**config.mk**
```make
export PLATFORM = sky130hd
export DESIGN_NAME = branch_resolve_bht
export DESIGN_NICKNAME = d
export VERILOG_FILES = /design/src/rtl/branch_resolve_bht_pkg.sv /design/src/rtl/branch_resolve_bht_counter_table.sv /design/src/rtl/branch_resolve_bht.sv
export SDC_FILE = /design/constraint.sdc
export NUM_CORES = 1
export LEC_CHECK = 0
export BUFFER_PORTS_ARGS = -buffer_cell sky130_fd_sc_hd__buf_4
export CORE_UTILIZATION = 50
export DETAILED_ROUTE_END_ITERATION = 10
export PLACE_DENSITY = 0.8
export SYNTH_ARGS = -nofsm -noshare
export SYNTH_HDL_FRONTEND = slang
export SYNTH_SLANG_ARGS = --single-unit
```
**constraint.sdc**
```tcl
create_clock -name clk -period 5.4 [get_ports clk]
set_input_delay 1.08 -clock clk [delete_from_list [all_inputs] [get_ports clk]]
set_output_delay 1.08 -clock clk [all_outputs]
set_load 0.02 [all_outputs]
```
**src/rtl/branch_resolve_bht_pkg.sv**
```systemverilog
// ----------------------------------------------------------------------------
// branch_resolve_bht_pkg
// Shared CPU definitions for the EXE-stage branch resolver and its branch
// history table: the branch-type payload, the MIPS branch code enum, the
// table size defaults and the redirect FSM state enum.
// Helper functions: branch_taken (condition evaluation from compare flags)
// and branch_code_known (defined branch codes).
// ----------------------------------------------------------------------------
package branch_resolve_bht_pkg;

   localparam int unsigned BHT_DEPTH_DEF = 64;
   localparam int unsigned CTR_WIDTH_DEF = 2;
   localparam int unsigned BR_CODE_W     = 3;

   // Codes 6 and 7 are undefined: never taken and never train the table.
   typedef enum logic [BR_CODE_W-1:0] {
      BR_BEQ  = 3'd0,
      BR_BNE  = 3'd1,
      BR_BGEZ = 3'd2,
      BR_BGTZ = 3'd3,
      BR_BLEZ = 3'd4,
      BR_BLTZ = 3'd5
   } br_code_e;

   typedef struct packed {
      logic     is_branch;
      br_code_e code;
   } branch_type_t;

   typedef enum logic {
      ST_IDLE     = 1'b0,
      ST_REDIRECT = 1'b1
   } redirect_state_e;

   // Branch outcome from the rs/rt compare flags; undefined codes resolve not-taken.
   function automatic logic branch_taken(input br_code_e code,
                                         input logic     a_eq_b,
                                         input logic     a_neg,
                                         input logic     a_zero);
      logic taken;
      taken = 1'b0;
      case (code)
         BR_BEQ:  taken = a_eq_b;
         BR_BNE:  taken = !a_eq_b;
         BR_BGEZ: taken = !a_neg;
         BR_BGTZ: taken = !a_neg && !a_zero;
         BR_BLEZ: taken = a_neg || a_zero;
         BR_BLTZ: taken = a_neg;
         default: taken = 1'b0;
      endcase
      return taken;
   endfunction

   function automatic logic branch_code_known(input br_code_e code);
      return (code <= BR_BLTZ);
   endfunction

endpackage

```
**src/rtl/branch_resolve_bht_counter_table.sv**
```systemverilog
// ----------------------------------------------------------------------------
// bht_counter_table
// PC-indexed table of saturating up/down counters.
//   clk, resetn      : clock, asynchronous active-low reset
//   rd_idx_i         : combinational lookup index
//   rd_ctr_o         : counter value at rd_idx_i (pre-update value this cycle)
//   we_i             : train the entry at wr_idx_i at the clock edge
//   wr_idx_i         : entry to train
//   wr_taken_i       : 1 = count up, 0 = count down (saturating both ends)
// Reset initialises every entry to weakly not-taken, 2^(CTR_W-1)-1.
// ----------------------------------------------------------------------------
module bht_counter_table
   import branch_resolve_bht_pkg::*;
#(
   parameter int unsigned DEPTH = BHT_DEPTH_DEF,
   parameter int unsigned CTR_W = CTR_WIDTH_DEF,
   localparam int unsigned IDX_W = $clog2(DEPTH)
) (
   input  logic             clk,
   input  logic             resetn,
   input  logic [IDX_W-1:0] rd_idx_i,
   output logic [CTR_W-1:0] rd_ctr_o,
   input  logic             we_i,
   input  logic [IDX_W-1:0] wr_idx_i,
   input  logic             wr_taken_i
);

   localparam int unsigned INIT_VAL = (1 << (CTR_W - 1)) - 1;
   localparam logic [CTR_W-1:0] CTR_INIT = CTR_W'(INIT_VAL);
   localparam logic [CTR_W-1:0] CTR_MAX  = {CTR_W{1'b1}};

   logic [CTR_W-1:0] ctr_q [DEPTH];
   logic [CTR_W-1:0] wr_cur;
   logic [CTR_W-1:0] wr_nxt;

   // Read port: no write bypass, a same-cycle update is seen next cycle.
   assign rd_ctr_o = ctr_q[rd_idx_i];

   // Saturating next value for the entry being trained.
   always_comb begin
      wr_cur = ctr_q[wr_idx_i];
      wr_nxt = wr_cur;
      if (wr_taken_i) begin
         if (wr_cur != CTR_MAX) begin
            wr_nxt = wr_cur + CTR_W'(1);
         end
      end else begin
         if (wr_cur != '0) begin
            wr_nxt = wr_cur - CTR_W'(1);
         end
      end
   end

   // Counter storage.
   always_ff @(posedge clk or negedge resetn) begin
      if (!resetn) begin
         for (int i = 0; i < int'(DEPTH); i++) begin
            ctr_q[i] <= CTR_INIT;
         end
      end else if (we_i) begin
         ctr_q[wr_idx_i] <= wr_nxt;
      end
   end

endmodule

```
**src/rtl/branch_resolve_bht.sv**
```systemverilog
// ----------------------------------------------------------------------------
// branch_resolve_bht
// EXE-stage MIPS conditional branch resolver with a PC-indexed saturating
// counter branch history table. Mispredicts raise a registered redirect with
// a valid/ready handshake; EXE is stalled until IF accepts it.
//   clk, resetn          : clock, asynchronous active-low reset
//   if_pc                : fetch PC for the table lookup
//   if_pred_taken        : combinational prediction (counter MSB)
//   exe_valid            : EXE holds a valid instruction
//   exe_branch_type      : {is_branch, code}
//   exe_src_a/exe_src_b  : rs / rt operands
//   exe_pc, exe_target   : branch PC and taken target
//   exe_pred_taken       : prediction carried down the pipe
//   exe_stall_req        : high while a redirect is pending
//   redirect_valid/pc    : redirect request and corrected fetch PC
//   redirect_ready       : IF accepts the redirect
//   ifid_flush           : one-cycle flush pulse on mispredict
// Optional build macro BRANCH_STATS_EN adds stat_branches / stat_mispredicts
// (saturating 32-bit event counters).
// ----------------------------------------------------------------------------
module branch_resolve_bht
   import branch_resolve_bht_pkg::*;
#(
   parameter int unsigned DATA_WIDTH = 32,
   parameter int unsigned PC_WIDTH   = 32,
   parameter int unsigned BHT_DEPTH  = BHT_DEPTH_DEF,
   parameter int unsigned CTR_WIDTH  = CTR_WIDTH_DEF
) (
   input  logic                  clk,
   input  logic                  resetn,
   input  logic [PC_WIDTH-1:0]   if_pc,
   output logic                  if_pred_taken,
   input  logic                  exe_valid,
   input  branch_type_t          exe_branch_type,
   input  logic [DATA_WIDTH-1:0] exe_src_a,
   input  logic [DATA_WIDTH-1:0] exe_src_b,
   input  logic [PC_WIDTH-1:0]   exe_pc,
   input  logic [PC_WIDTH-1:0]   exe_target,
   input  logic                  exe_pred_taken,
   output logic                  exe_stall_req,
   output logic                  redirect_valid,
   output logic [PC_WIDTH-1:0]   redirect_pc,
   input  logic                  redirect_ready,
   output logic                  ifid_flush
`ifdef BRANCH_STATS_EN
   ,output logic [31:0]          stat_branches
   ,output logic [31:0]          stat_mispredicts
`endif
);

   localparam int unsigned IDX_W = $clog2(BHT_DEPTH);

   logic [IDX_W-1:0]     if_idx;
   logic [IDX_W-1:0]     exe_idx;
   logic [CTR_WIDTH-1:0] if_ctr;
   logic                 a_eq_b;
   logic                 a_neg;
   logic                 a_zero;
   logic                 res_c;
   logic                 taken_c;
   logic                 upd_c;
   logic                 mispredict_c;

   redirect_state_e      state_q, state_d;
   logic                 redirect_valid_q, redirect_valid_d;
   logic [PC_WIDTH-1:0]  redirect_pc_q, redirect_pc_d;
   logic                 ifid_flush_q, ifid_flush_d;

   // Word-aligned table index; low two PC bits and upper bits do not index.
   assign if_idx  = if_pc[IDX_W+1:2];
   assign exe_idx = exe_pc[IDX_W+1:2];

   logic unused_bits;
   assign unused_bits = ^{if_pc[1:0], if_pc[PC_WIDTH-1:IDX_W+2], if_ctr};

   // Signed compares against zero only need the sign bit and a zero detect.
   assign a_eq_b = (exe_src_a == exe_src_b);
   assign a_neg  = exe_src_a[DATA_WIDTH-1];
   assign a_zero = (exe_src_a == '0);

   // Branches in EXE are only resolved while no redirect is outstanding.
   assign res_c        = exe_valid && exe_branch_type.is_branch && (state_q == ST_IDLE);
   assign taken_c      = branch_taken(exe_branch_type.code, a_eq_b, a_neg, a_zero);
   assign upd_c        = res_c && branch_code_known(exe_branch_type.code);
   assign mispredict_c = res_c && (taken_c != exe_pred_taken);

   bht_counter_table #(
      .DEPTH (BHT_DEPTH),
      .CTR_W (CTR_WIDTH)
   ) u_table (
      .clk        (clk),
      .resetn     (resetn),
      .rd_idx_i   (if_idx),
      .rd_ctr_o   (if_ctr),
      .we_i       (upd_c),
      .wr_idx_i   (exe_idx),
      .wr_taken_i (taken_c)
   );

   assign if_pred_taken = if_ctr[CTR_WIDTH-1];

   // Redirect FSM: next state and redirect register values.
   always_comb begin
      state_d          = state_q;
      redirect_valid_d = redirect_valid_q;
      redirect_pc_d    = redirect_pc_q;
      ifid_flush_d     = 1'b0;
      case (state_q)
         ST_IDLE: begin
            if (mispredict_c) begin
               state_d          = ST_REDIRECT;
               redirect_valid_d = 1'b1;
               ifid_flush_d     = 1'b1;
               // Not-taken resumes after the delay slot.
               redirect_pc_d    = taken_c ? exe_target : (exe_pc + PC_WIDTH'(8));
            end
         end
         ST_REDIRECT: begin
            if (redirect_ready) begin
               state_d          = ST_IDLE;
               redirect_valid_d = 1'b0;
            end
         end
         default: begin
            state_d          = ST_IDLE;
            redirect_valid_d = 1'b0;
         end
      endcase
   end

   // Redirect FSM state and output registers.
   always_ff @(posedge clk or negedge resetn) begin
      if (!resetn) begin
         state_q          <= ST_IDLE;
         redirect_valid_q <= 1'b0;
         redirect_pc_q    <= '0;
         ifid_flush_q     <= 1'b0;
      end else begin
         state_q          <= state_d;
         redirect_valid_q <= redirect_valid_d;
         redirect_pc_q    <= redirect_pc_d;
         ifid_flush_q     <= ifid_flush_d;
      end
   end

   assign redirect_valid = redirect_valid_q;
   assign redirect_pc    = redirect_pc_q;
   assign ifid_flush     = ifid_flush_q;
   // Decoded straight from the state register, never from EXE inputs.
   assign exe_stall_req  = (state_q == ST_REDIRECT);

`ifdef BRANCH_STATS_EN
   logic [31:0] stat_branches_q;
   logic [31:0] stat_mispredicts_q;

   // Saturating resolve / mispredict event counters.
   always_ff @(posedge clk or negedge resetn) begin
      if (!resetn) begin
         stat_branches_q    <= '0;
         stat_mispredicts_q <= '0;
      end else begin
         if (res_c && (stat_branches_q != 32'hFFFF_FFFF)) begin
            stat_branches_q <= stat_branches_q + 32'd1;
         end
         if (mispredict_c && (stat_mispredicts_q != 32'hFFFF_FFFF)) begin
            stat_mispredicts_q <= stat_mispredicts_q + 32'd1;
         end
      end
   end

   assign stat_branches    = stat_branches_q;
   assign stat_mispredicts = stat_mispredicts_q;
`endif

endmodule

```
## Word-level counts from Yosys, hierarchy flattened

Index checks and enable logic that the tools add are counted.

| cells by class | value |
|---|---|
| multiply operators | 0 |
| order comparisons | 4 |
| $add $sub $neg | 3 |
| eq/ne operators | 10 |
| bitwise operators | 3 |
| reductions and logical operators | 15 |
| multiplexer cells | 21 |
| div/mod/pow operators | 0 |
| shifts and indexed selects | 0 |

Operators with widths:

| cell | number |
|---|---|
| bitwise mux 128 bit | 1 |
| adder 32 x 4 -> 32 bit (second input constant) | 1 |
| == test 32 bit | 1 |
| zero test 32 bit | 1 |
| two-way mux 32 bit | 1 |
| binary-select mux 2 bit (select 6 bit) | 2 |
| two-way mux 2 bit | 8 |
| greater-or-equal comparator 7 bit (second input constant) | 2 |
| NOT 6 -> 7 bit | 2 |
| demux 2 bit (select 6 bit) | 1 |
| less-than comparator 7 x 1 -> 1 bit (second input constant) | 1 |
| == test 3 x 2 -> 1 bit (second input constant) | 2 |
| == test 3 bit (second input constant) | 2 |
| logical AND 1 bit | 6 |
| != test 2 bit (second input constant) | 3 |
| case mux 1 bit (6 select lines) | 1 |
| two-way mux 1 bit | 5 |
| case mux 1 bit (2 select lines) | 2 |
| AND reduction 2 bit | 2 |
| == test 3 x 1 -> 1 bit (second input constant) | 1 |
| less-or-equal comparator 3 bit (second input constant) | 1 |
| zero test 1 bit | 3 |
| zero test 3 bit | 1 |
| adder 2 x 1 -> 2 bit (second input constant) | 1 |
| 5 further kinds | 5 |

| storage, ports and cells | value |
|---|---|
| memory bits (read-only) | 0 |
| input bits | 169 |
| bits in registers | 163 |
| output and inout bits | 36 |
| memories kept | 0 |
| memory bits (writable) | 0 |
| latch bits | 0 |
| logic and storage cells | 124 |

## Logic depth before layout (Yosys ltp)

Gate-level depths: netlist (run 1).

| depth | value |
|---|---|
| depth after elaboration | 8 |
| mapped depth | 12 |
| gate-level depth less buffers | 9 |

## Hierarchy

From an unflattened synthesis (run 1), not the netlist that was laid out.

| unflattened totals | value |
|---|---|
| cells, all modules | 934 |
| area, all modules | 10,213.5 um^2 |

By module, submodules not included:

| module | times used | area each (um^2) | cells each | seq. area each (um^2) |
|---|---|---|---|---|
| bht_counter_table | 1 | 7,358.3 | 674 | 3,283.1 |
| branch_resolve_bht | 1 | 2,855.2 | 260 | 875.8 |

## Worst setup path before layout (run 1)

OpenSTA, ideal clock, no wires.

| path | value |
|---|---|
| kind | in2out |
| start point | input if_pc[2] |
| end point | output if_pred_taken |
| arrival | 3.561 ns |
| buffers on the path | 2 |
| cell stages on the path | 5 |
| data required time | 4.320 ns |
| slack | 0.759 ns |
| path through | clkbuf_1 buf_1 mux4_2 mux4_2 mux4_2 |

| on the way | value |
|---|---|
| word-level cells in the longest chain between the ends | 4 |

Ends and longest elaborated chain:

| element | RTL line | RTL |
|---|---|---|
| start: declaration | branch_resolve_bht.sv:31 | `input logic [PC_WIDTH-1:0] if_pc,` |
| NOT 6 -> 7 bit (implied by the code) | branch_resolve_bht_counter_table.sv:37 | `assign rd_ctr_o = ctr_q[rd_idx_i];` |
| binary-select mux 2 bit (select 6 bit) | branch_resolve_bht_counter_table.sv:37 |  |
| two-way mux 2 bit (implied by the code) (2 in series) | branch_resolve_bht_counter_table.sv:37 |  |
| end: declaration | branch_resolve_bht.sv:32 | `output logic if_pred_taken,` |

No other way between the ends. The select of a mux whose other input is x is not followed.

## Worst setup path after layout (run 1)

Same ends and word-level chain as after synthesis.

==> results of run 1 <==
==> final cells by class <==
class / instances / share of cell area (%)
clock buffers: 22 / 4.41
flip-flops and latches: 163 / 37.0
multi-input cells: 649 / 41.7
repair buffers: 186 / 12.7
inverters: 10 / 0.334
well taps: 229 / 2.55
clock inverters: 10 / 1.27
==> synthesized netlist by cell type (all sizes together) (12+ instances only) <==
master | count | area, µm²
a21oi | 146 | 734
buf | 32 | 234
clkbuf | 13 | 48.8
dfrtp | 99 | 2480
dfstp | 64 | 1680
mux2 | 60 | 676
mux2i | 12 | 120
mux4 | 48 | 1080
nand2 | 25 | 93.8
nor2 | 202 | 758
nor4 | 19 | 119
xnor2 | 23 | 201
xor2 | 36 | 315
==> cells by family after synthesis <==
group | synth area share [%]
flops | 45.4
compound gates | 10.1
simple gates | 14.1
mux | 20.5
buf+inv | 3.50
fa+ha+maj | 0.779
xor+xnor | 5.64
==> power by group through the flow <==
stage | clock, µW | sequential [µW] | combinational (µW)
2_1_floorplan | 0 | 1650 | 432
3_3_place_gp | 0 | 1560 | 880
3_5_place_dp | 0 | 1570 | 897
4_1_cts | 1300 | 1550 | 901
5_1_grt | 1350 | 1580 | 964
6_report | 1290 | 1560 | 902
==> routing by layer <==
| metal | GRT usage (%) | wire length, µm |
|---|---|---|
| met5 | 0 | 0 |
| met4 | 13.2 | 1000 |
| met3 | 6.44 | 2210 |
| met2 | 44.9 | 12400 |
| met1 | 32.6 | 9390 |
==> flip-flops by register name (all words and copies together) (netlist names) <==
name	cells
exe_stall_req	1
redirect_pc	32
u_table.ctr_q	128
ifid_flush	1
redirect_valid	1
==> worst max-delay path, stage by stage <==
cell and delay [ns]:
buf_4 0.31, mux4_2 0.57, mux4_2 0.50, mux4_2 0.49, buf_4 0.17
==> metrics by stage <==
step / worst slack [ns] / cells / power [µW]
3_3_place_gp: 1.17 / 1237 / 2440
3_5_place_dp: 1.17 / 1237 / 2470
6_report: 1.18 / 1269 / 3740
4_1_cts: 1.18 / 1269 / 3750
5_1_grt: 1.13 / 1269 / 3890
2_1_floorplan: 0.759 / 867 / 2080
==> placed cells by master (no fill, tap or decap), types with 3 or more instances in the layout <==
master	n
a211oi_1	6
a21oi_1	145
and4_1	6
buf_4	183
bufinv_16	3
clkbuf_16	18
clkbuf_8	3
clkinv_2	3
dfrtp_1	99
dfstp_2	64
ha_1	4
inv_1	10
mux2_2	58
mux2i_1	12
mux4_2	48
nand2_1	25
nand3_1	9
nand3b_1	4
nand4_1	9
nor2_1	202
nor2b_1	6
nor3_1	3
nor4_1	19
o22ai_1	9
xnor2_1	23
xor2_1	36
==> final timing paths <==
path,from,endpoint,slack [ns],depth (start not counted)
max,if_pc[2],if_pred_taken,1.18,5
min,u_table.ctr_q[24],u_table.ctr_q[24],0.50,2
max reg2reg,u_table.ctr_q[56],u_table.ctr_q[101],2.50,7
min reg2reg,u_table.ctr_q[24],u_table.ctr_q[24],0.50,2
max in group asynchronous,resetn,redirect_pc[10],3.67,2
min in group asynchronous,resetn,u_table.ctr_q[65],0.67,1
==> results.yml, run 1 <==
finish:
  syn2layout_area_growth_pct: 22.6
  seq_area_um2: 4160
  layout.nets: 1200
  nFillCells: 1412
  n_antenna_cell: 0
  fin_util_pct: 62.5
  drive_above_1_share_pct: 38.0
  final_area_um2: 11200
  multi_input_area_um2: 4680
power_and_ir_drop:
  power.share.clock_pct: 34.4
  pwr-share-comb_pct: 24.1
  p_sw_uw: 1070
  switching_share_pct: 28.5
  irDropWorstVdd_uv: 257
  internal_power_uw: 2680
  seq_power_share_pct: 41.5
  cellPowerDensity_nw_per_um2: 333
  p_leak_uw: 0.00476
drt:
  via_per_inst: 5.95
  drc: 0
  drtIter0Drc: 633
  dr_total_vias: 7551
  ant_nets: 0
  drtPass1Iterations: 5
  wl_mm: 25.0
  wl_per_cell_um: 19.7
timing:
  final_hold_viol_count: 0
  fmax_ghz: 0.237
  finalClockSkew_ns: 0.0136
  slew-limit-headroom_pct: 52.3
  finalMaxSlewViolations: 0
  finalCritPeriodShare_pct: 78.1
  tns_ns: 0
  grt_setup_unrepaired: "false"
  setup_viol: 0
  worst-slew-pin-transition_ns: 0.710
  fin_crit_ns: 4.22
  fin_hold_ws_ns: 0.500
logic_synthesis:
  synth-seq-cells: 163
  netlist_instances: 867
  synth_edf_count: 0
  ys_seq_area_share_pct: 45.4
  synthFlopType: "dfrtp_1"
  yosysUniqueCellTypes: 46
  syn-cell-area_um2: 9160
  synthesis.nets: 1040
  ys_warn_count: 0
  async_flop_share_pct: 100
  syn_avg_cell_area_um2: 10.6
cts:
  clk_pin_slew_ns: 0.06
  cts_tree: "built"
  cts_num_sinks: 163
  cts_max_level: 4
  cts_buffer_depth: 2
  insertion_delay_ns: 0.43
  cts_buffers: 17
  hold_buffers: 0
  cts_resized: 0
  cts_root_buffer: "clkbuf_16"
  postCtsSetupRepairBufs: 0
setup_path:
  crit_type: "in2out"
  crit_arrival_ns: 3.14
  cp-start-kind: "input pin"
  cp.required_ns: 4.32
  crit_fanout: 16
  endpoint_kind: "output port"
floorplanning:
  initial_core_util_pct: 51.0
  die-area_um2: 18900
  die_x_um: 137
  io_pins: 205
  rows: 49
  core_area_um2: 18000
  die_h_um: 137
run:
  max_cap_violations: 0
worst_hold_path:
  worstHoldPathType: "reg2reg"
place:
  io_buffer_count: 178
  dpl-instance-area_um2: 10600
  hpwl_mm: 17.6
  place.gp.congestion: 0.832
global_routing:
  grt_pass1_vias: 7212
  antenna_found_initial: 0
  grt_max_degree: 73
  gr-total-overflow: 0
  grt_pass1_wl_mm: 37.6
  grt_usage_pct: 26.9
status:
  status: "complete, no violations"
Note: power is estimated with default switching activity, not from simulation.
==> inputs of run 2 (changes only) <==
Settings changed: PLACE_DENSITY 0.8 to 0.83.
Clock period 5.4 ns to 3.6 ns, I/O delays scaled along.
==> run 2 against run 1 <==
Compared with the run above: final area increased by 1.8%; sequential power rose by 51%; global-route usage rose by 2.3 points; via count grew 2.3%; count of clock-buffer cells in the layout down 1; non-clock buffer count up 19; first-iteration DRC count rose by 17%; hold slack worse by 0.10 ns; register-to-register slack got worse by 1.5 ns; worst setup slack worse by 1.0 ns; critical path type unchanged; largest power group unchanged.
==> results.yml, run 2 (same netlist as run 1, synthesis figures left out) <==
cts:
  hold_buffers: 0
  cts_tree: "built"
  cts_num_sinks: 163
  cts_buffers: 17
  clk_pin_slew_ns: 0.06
  insertion_delay_ns: 0.43
  cts_buffer_depth: 2
  cts_resized: 0
  postCtsSetupRepairBufs: 0
  cts_root_buffer: "clkbuf_16"
  cts_max_level: 4
status:
  status: "complete, no violations"
power_and_ir_drop:
  internal_power_uw: 4040
  cellPowerDensity_nw_per_um2: 497
  seq_power_share_pct: 41.3
  switching_share_pct: 28.9
  p_sw_uw: 1640
  pwr-share-comb_pct: 24.7
  power.share.clock_pct: 34.0
  irDropWorstVdd_uv: 325
  p_leak_uw: 0.00487
drt:
  dr_total_vias: 7723
  drtPass1Iterations: 5
  drc: 0
  wl_per_cell_um: 20.8
  drtIter0Drc: 741
  ant_nets: 0
  wl_mm: 26.8
  via_per_inst: 6.00
finish:
  n_antenna_cell: 0
  layout_commonest_cell: "nor2_1"
  final_cell_mix: "nor2_1, buf_4, a21oi_1"
  syn2layout_area_growth_pct: 24.8
  largest_register: "u_table.ctr_q"
  largest_register_ffs: 128
  drive_above_1_share_pct: 38.9
  layout.nets: 1219
floorplanning:
  core_area_um2: 18000
  die_h_um: 137
  die-area_um2: 18900
  initial_core_util_pct: 51.0
  rows: 49
  io_pins: 205
  die_x_um: 137
setup_path:
  max_stage_delay_ns: 0.54
  cp.required_ns: 2.88
  crit_arrival_ns: 2.70
  endpoint_kind: "output port"
  crit_type: "in2out"
  critPathMostFrequentCell: "mux4_2"
  cp-start-kind: "input pin"
  cp_slowest_cell: "mux4_2"
  crit_fanout: 7
  crit_path_start: "if_pc[2]"
  reg2reg_from: "u_table.ctr_q[112]"
  crit_chain: "buf_4 -> buf_12 -> mux4_2 -> mux4_2 -> mux4_2 -> buf_4"
place:
  place.gp.congestion: 0.843
  io_buffer_count: 178
  hpwl_mm: 18.4
timing:
  setup_viol: 0
  grt_setup_unrepaired: "false"
  fmax_ghz: 0.292
  tns_ns: 0
  fin_crit_ns: 3.42
  finalClockSkew_ns: 0.0122
  slew-limit-headroom_pct: 41.4
  finalCritPeriodShare_pct: 95.0
  worst-slew-pin-transition_ns: 0.879
  fin_hold_ws_ns: 0.397
  finalMaxSlewViolations: 0
  final_hold_viol_count: 0
global_routing:
  antenna_found_initial: 1
  grt_usage_pct: 29.2
  gr-total-overflow: 0
  grt_pass1_wl_mm: 40.7
  grt_pass1_vias: 7699
  grt_max_degree: 97
worst_hold_path:
  worstHoldPathType: "in2async"
run:
  max_cap_violations: 0
-- run 2: power groups by stage --
stage	Clock [µW]	Combinational, µW	Sequential, µW
after detailed placement	0	1380	2360
final	1930	1400	2350
after global placement	0	1340	2340
after floorplan	0	649	2480
after CTS	1950	1390	2340
after global routing	2020	1500	2370
-- run 2: path summary, 6_finish.rpt --
| path | cells after the start | slack, ns | end |
|---|---|---|---|
| worst min-delay path | 1 | 0.40 | u_table.ctr_q[3] |
| max in group asynchronous | 2 | 2.35 | redirect_pc[4] |
| min in group clk | 2 | 0.49 | redirect_valid |
| worst max-delay path | 6 | 0.18 | if_pred_taken |
| worst min register to register | 1 | 0.50 | redirect_valid |
| worst max register to register | 8 | 0.98 | u_table.ctr_q[16] |
-- run 2: final cells by class --
cell class              count  area [µm²]
clock buffers              21         450
well taps                 229         287
flip-flops and latches    163        4160
repair buffers            205        1640
clock inverters            11         174
fillers                  1326        6530
multi-input cells         649        4680
inverters                  10        37.5
-- run 2: through the flow --
stage	utilization, %	std cells	instance area (µm²)	power, µW	setup WS, ns
after floorplan	-	867	9160	3130	0.0164
after global placement	60.2	1256	10800	3680	0.141
after detailed placement	60.2	1256	10800	3750	0.0693
after CTS	63.6	1288	11400	5680	0.178
after global routing	63.6	1288	11400	5900	0.165
final	63.6	1288	11400	5680	0.179
-- run 2: worst max-delay path, delay by kind of cell --
family                 cells  cell delay (ns)
buffers and inverters      3             0.43
multiplexers               3             1.55
-- run 2: layer usage --
metal	track usage, %	routed length (µm)	share of wire [%]
met4	16.5	1470	5.5
met5	0	13	0.049
met1	34.3	9820	37
met2	48.2	13000	49
met3	8.02	2410	9.0
